`config.mk`:
```
export PLATFORM = sky130hd
export DESIGN_NAME = ps2_host_tx
export DESIGN_NICKNAME = d
export VERILOG_FILES = /design/src/rtl/ps2_pkg.sv /design/src/rtl/ps2_line_sync.sv /design/src/rtl/ps2_host_tx.sv
export SDC_FILE = /design/constraint.sdc
export NUM_CORES = 1
export LEC_CHECK = 0
export ABC_AREA = 0
export CORE_ASPECT_RATIO = 0.75
export CORE_MARGIN = 2
export CORE_UTILIZATION = 41
export CTS_CLUSTER_SIZE = 16
export DETAILED_ROUTE_END_ITERATION = 10
export PLACE_DENSITY_LB_ADDON = 0.1
export SYNTH_ARGS = -nofsm -noshare
export SYNTH_HDL_FRONTEND = slang
export SYNTH_SLANG_ARGS = --single-unit
```
`constraint.sdc`:
```
create_clock -name clk -period 2.3 [get_ports clk]
set_input_delay 0.575 -clock clk [delete_from_list [all_inputs] [get_ports clk]]
set_output_delay 0.575 -clock clk [all_outputs]
set_load 0.05 [all_outputs]
```
`src/rtl/ps2_pkg.sv`:
```
// Shared definitions for the PS/2 host transmitter: FSM encoding, frame size,
// common keyboard command bytes and the frame builder.
package ps2_pkg;

  localparam logic [2:0] ST_IDLE      = 3'd0;
  localparam logic [2:0] ST_INHIBIT   = 3'd1;
  localparam logic [2:0] ST_RTS       = 3'd2;
  localparam logic [2:0] ST_SEND      = 3'd3;
  localparam logic [2:0] ST_ACK       = 3'd4;
  localparam logic [2:0] ST_WAIT_IDLE = 3'd5;
  localparam logic [2:0] ST_DONE      = 3'd6;

  localparam int FRAME_BITS = 10;

  localparam logic [7:0] CMD_SET_LEDS = 8'hED;
  localparam logic [7:0] CMD_RESET    = 8'hFF;

  // Bits after the start bit, LSB first: d0..d7, odd parity, stop.
  function automatic logic [FRAME_BITS-1:0] ps2_frame(input logic [7:0] data);
    return {1'b1, ~^data, data};
  endfunction

endpackage

```
`src/rtl/ps2_line_sync.sv`:
```
// Two-flop synchroniser for one raw PS/2 pin plus a falling-edge detector
// on the synchronised level.
module ps2_line_sync (
  input  logic clk,
  input  logic reset,
  input  logic din,
  output logic sync,
  output logic fall
);

  logic [1:0] meta;
  logic       prev;

  // NOTE: sequential state uses non-blocking assignments so every flop
  // samples the pre-edge value; the chain resets to the idle-high line level
  // so leaving reset cannot look like a falling edge.
  always_ff @(posedge clk) begin
    if (reset) begin
      meta <= 2'b11;
      prev <= 1'b1;
    end else begin
      meta <= {meta[0], din};
      prev <= meta[1];
    end
  end

  assign sync = meta[1];
  assign fall = prev & ~meta[1];

endmodule

```
`src/rtl/ps2_host_tx.sv`:
```
// Host-to-device PS/2 command transmitter driving open-drain clock/data enables.
// Define PS2_TX_TIMEOUT_EN to add a watchdog that aborts a stalled transfer.
module ps2_host_tx
  import ps2_pkg::*;
#(
  parameter int INHIBIT_CYCLES = 5000,
  parameter int TIMEOUT_CYCLES = 750000
) (
  input  logic       clk,
  input  logic       reset,
  input  logic [7:0] tx_data,
  input  logic       tx_start,
  output logic       tx_busy,
  output logic       tx_done,
  output logic       tx_error,
  output logic       rx_inhibit,
  input  logic       ps2c_in,
  input  logic       ps2d_in,
  output logic       ps2c_oe,
  output logic       ps2d_oe
);

  localparam int                INH_W    = $clog2(INHIBIT_CYCLES + 1);
  localparam logic [INH_W-1:0]  INH_LAST = INH_W'(INHIBIT_CYCLES - 1);
  localparam logic [3:0]        LAST_BIT = 4'(FRAME_BITS - 1);

  logic [2:0]            state;
  logic [FRAME_BITS-1:0] shreg;
  logic [3:0]            bit_cnt;
  logic [INH_W-1:0]      inh_cnt;
  logic                  err;
  logic                  clk_sync;
  logic                  clk_fall;
  logic                  dat_sync;
  logic                  unused_dat_fall;
  logic                  timeout_hit;

  ps2_line_sync u_clk_sync (
    .clk   (clk),
    .reset (reset),
    .din   (ps2c_in),
    .sync  (clk_sync),
    .fall  (clk_fall)
  );

  ps2_line_sync u_dat_sync (
    .clk   (clk),
    .reset (reset),
    .din   (ps2d_in),
    .sync  (dat_sync),
    .fall  (unused_dat_fall)
  );

`ifdef PS2_TX_TIMEOUT_EN
  localparam int               TMO_W    = $clog2(TIMEOUT_CYCLES + 1);
  localparam logic [TMO_W-1:0] TMO_LAST = TMO_W'(TIMEOUT_CYCLES - 1);

  logic [TMO_W-1:0] tmo_cnt;
  logic             tmo_active;

  // Runs from the request-to-send cycle onward and ignores device clock edges.
  assign tmo_active = (state == ST_RTS) || (state == ST_SEND) ||
                      (state == ST_ACK) || (state == ST_WAIT_IDLE);

  always_ff @(posedge clk) begin
    if (reset || !tmo_active) tmo_cnt <= '0;
    else                      tmo_cnt <= tmo_cnt + 1'b1;
  end

  assign timeout_hit = tmo_active && (tmo_cnt == TMO_LAST);
`else
  localparam int unused_timeout_cycles = TIMEOUT_CYCLES;
  assign timeout_hit = 1'b0;
`endif

  always_ff @(posedge clk) begin
    if (reset) begin
      state   <= ST_IDLE;
      shreg   <= '0;
      bit_cnt <= '0;
      inh_cnt <= '0;
      err     <= 1'b0;
      ps2c_oe <= 1'b0;
      ps2d_oe <= 1'b0;
    end else if (timeout_hit) begin
      ps2c_oe <= 1'b0;
      ps2d_oe <= 1'b0;
      err     <= 1'b1;
      state   <= ST_DONE;
    end else begin
      case (state)
        ST_IDLE: begin
          if (tx_start) begin
            shreg   <= ps2_frame(tx_data);
            bit_cnt <= '0;
            inh_cnt <= '0;
            err     <= 1'b0;
            ps2c_oe <= 1'b1;
            state   <= ST_INHIBIT;
          end
        end
        ST_INHIBIT: begin
          if (inh_cnt == INH_LAST) begin
            ps2d_oe <= 1'b1;
            state   <= ST_RTS;
          end else begin
            inh_cnt <= inh_cnt + 1'b1;
          end
        end
        ST_RTS: begin
          ps2c_oe <= 1'b0;
          state   <= ST_SEND;
        end
        ST_SEND: begin
          // Device samples on its rising edge, so data changes while clock is low.
          if (clk_fall) begin
            ps2d_oe <= ~shreg[0];
            shreg   <= {1'b1, shreg[FRAME_BITS-1:1]};
            bit_cnt <= bit_cnt + 1'b1;
            if (bit_cnt == LAST_BIT) state <= ST_ACK;
          end
        end
        ST_ACK: begin
          if (clk_fall) begin
            err   <= dat_sync;
            state <= ST_WAIT_IDLE;
          end
        end
        ST_WAIT_IDLE: begin
          if (clk_sync && dat_sync) state <= ST_DONE;
        end
        ST_DONE: state <= ST_IDLE;
        default: state <= ST_IDLE;
      endcase
    end
  end

  assign tx_busy    = (state != ST_IDLE);
  assign rx_inhibit = tx_busy;
  assign tx_done    = (state == ST_DONE);
  assign tx_error   = tx_done & err;

endmodule

```
==> impl_metrics.json <==
{
  "power_density_nw_per_um2": 978,
  "final_common_cell": "dfxtp_1",
  "setup.worst_path.class": "register to output pin",
  "final.period_utilization_pct": 95.1,
  "grt_pass1_vias": 1487,
  "synthDistinctLibCells": 50,
  "setup_viol": 0,
  "netlist_instances": 223,
  "start_kind": "register",
  "die_x_um": 83.4,
  "vias": 1598,
  "max-vdd-ir-drop_uv": 560,
  "tritoncts": "built",
  "track_usage_pct": 17.5,
  "end_kind": "output pin",
  "viasPerCell": 5.29,
  "synth_ff_type": "dfxtp_1",
  "synth_fp_nets": 239,
  "clk_pin_slew_ps": 70,
  "antenna_cells": 0,
  "clockRootBuffer": "clkbuf_8",
  "antenna_left": 0,
  "power_mw": 2.28,
  "die_h_um": 63.6,
  "gp_congestion": 0.847,
  "drc": 0,
  "syn_avg_cell_area_um2": 8.70,
  "grt-ovfl-total": 0,
  "grt_max_degree": 20,
  "mostFrequentLayoutCells": "dfxtp_1, nor2_1, clkdlybuf4s50_1",
  "ys.warnings.count": 0,
  "ys_seq_area_share_pct": 39.2,
  "numPortBuffers": 18,
  "wl_um": 4220,
  "hold_viol": 0,
  "finalCriticalPeriod_ps": 2190,
  "cts_sinks": 38,
  "fin_skew_ps": 5.31,
  "cp.required_ps": 1730,
  "arrival_ps": 1610,
  "antenna_found_initial": 0,
  "drt_pre_antenna_iters": 4,
  "syn2layout_area_growth_pct": 19.9,
  "cts_resized": 0,
  "design.core.area_um2": 4520,
  "synth_area_um2": 1940,
  "finalMaxSlewViolations": 0,
  "wl_per_cell_um": 14.0,
  "min_path_type": "register to register",
  "grt_pass1_wl_um": 7330,
  "hpwl_um": 3110,
  "cts_setup_buffers": 0,
  "cts_buffers": 5,
  "max_freq_mhz": 457,
  "tightest_slew_ps": 523,
  "drt_iter0_drc": 114,
  "clock_latency_ps": 290,
  "maxCapViolCount": 0,
  "h-tree-depth": 2,
  "leakagePower_nw": 0.879,
  "ctsHoldBuffers": 0,
  "synth-seq-cells": 38,
  "path_max_fanout": 12,
  "fin_tns_setup_ps": 0,
  "rows": 21,
  "maxSlewHeadroom_pct": 65.1,
  "nets": 260,
  "initial_core_util_pct": 42.9,
  "dieArea_um2": 5310,
  "async_flop_share_pct": 0,
  "clk_path_buf_depth": 2,
  "io_pins": 19,
  "synth_edf_count": 0,
  "grt_setup_unrepaired": "no",
  "drive_gt1_share_pct": 13.1,
  "status": "completed"
}
final timing paths:
kind,slack (ps),endpoint,start,depth (start not counted)
worst max register to register,360,inh_cnt[7],state[0],4
worst min-delay path,410,u_clk_sync.meta[1],u_clk_sync.meta[0],1
worst min register to register,410,u_clk_sync.meta[1],u_clk_sync.meta[0],1
worst max-delay path,110,tx_error,state[0],4
worst max-delay path, stage by stage (launching register included):
cell,delay [ps]
dfxtp_1,570
inv_1,160
and3_1,240
and2_1,200
buf_12,150
sequential cells by signal, summed over array words and instances (netlist names):
register	flops
bit_cnt	4
err	1
inh_cnt	13
ps2c_oe	1
ps2d_oe	1
shreg	10
state	3
u_clk_sync.meta	2
u_clk_sync.prev	1
u_dat_sync.meta	2
per-stage QoR:
stage / area [um^2] / hold slack (ps) / util [%] / instances / worst slack [ps]
after floorplan: 1940 / 389 / - / 223 / 127
final: 2330 / 412 / 51.5 / 302 / 112
after CTS: 2330 / 415 / 51.5 / 302 / 114
after global routing: 2330 / 438 / 51.5 / 302 / 39.3
after detailed placement: 2230 / 397 / 49.4 / 294 / 146
after global placement: 2230 / 393 / 49.4 / 294 / 179
kinds of logic after synthesis:
logic type / synth area share, %
AOI/OAI and AO/OA: 17.3
adders and majority gates: 1.93
DFF: 39.2
buffers and inverters: 5.16
xor gates and xnor gates: 5.87
and+or+nand+nor: 25.9
muxes: 4.64
cells in the mapped netlist, types with 2 or more instances:
cell      count  share of area [%]
or4_1         2               0.77
mux2i_1       9                4.6
inv_1         5               0.97
or2_1         3               0.97
o21ai_0       5                1.3
a211oi_1     12                4.6
or3_1         2               0.64
ha_1          3                1.9
buf_2         5                1.3
nor3_1        8                2.1
nand2b_1      2               0.64
nand4_1       3               0.97
and3_1        4                1.3
o21a_1        2               0.77
or2_2         3               0.97
nand2_1       8                1.5
dfxtp_1      38                 39
clkbuf_1      4               0.77
o21ai_1       3               0.77
xor2_1        4                1.8
buf_4         2               0.77
buf_6         2                1.2
a311oi_1      3                1.4
and2_1        3               0.97
a21oi_1      10                2.6
nand3_1       7                1.8
xnor2_1       9                4.1
a31oi_1       2               0.64
nor2_1       37                7.2
a31oi_2       2                1.3
o211ai_1      2               0.77
per-layer routing:
metal  GRT usage (%)  part of all wire, %  up-vias
met3            3.93                  4.4        3
li1                -                    -      841
met2            22.3                   37       31
met4            4.84                 0.59        0
met5               0                    0        -
met1            28.4                   58      723
area by class of cell:
| cell class | instances | area, um^2 |
|---|---|---|
| multi-input cells | 166 | 1080 |
| repair buffers | 27 | 300 |
| clock buffers | 7 | 86.3 |
| flip-flops and latches | 38 | 761 |
| clock inverters | 1 | 5.00 |
| fillers | 438 | 2190 |
| inverters | 6 | 22.5 |
| well taps | 57 | 71.3 |
power breakdown:
part	switching (mW)	internal (mW)
logic	0.516	0.418
clock network	0.231	0.242
registers	0.101	0.768
Note: power is estimated with default switching activity, not from simulation.
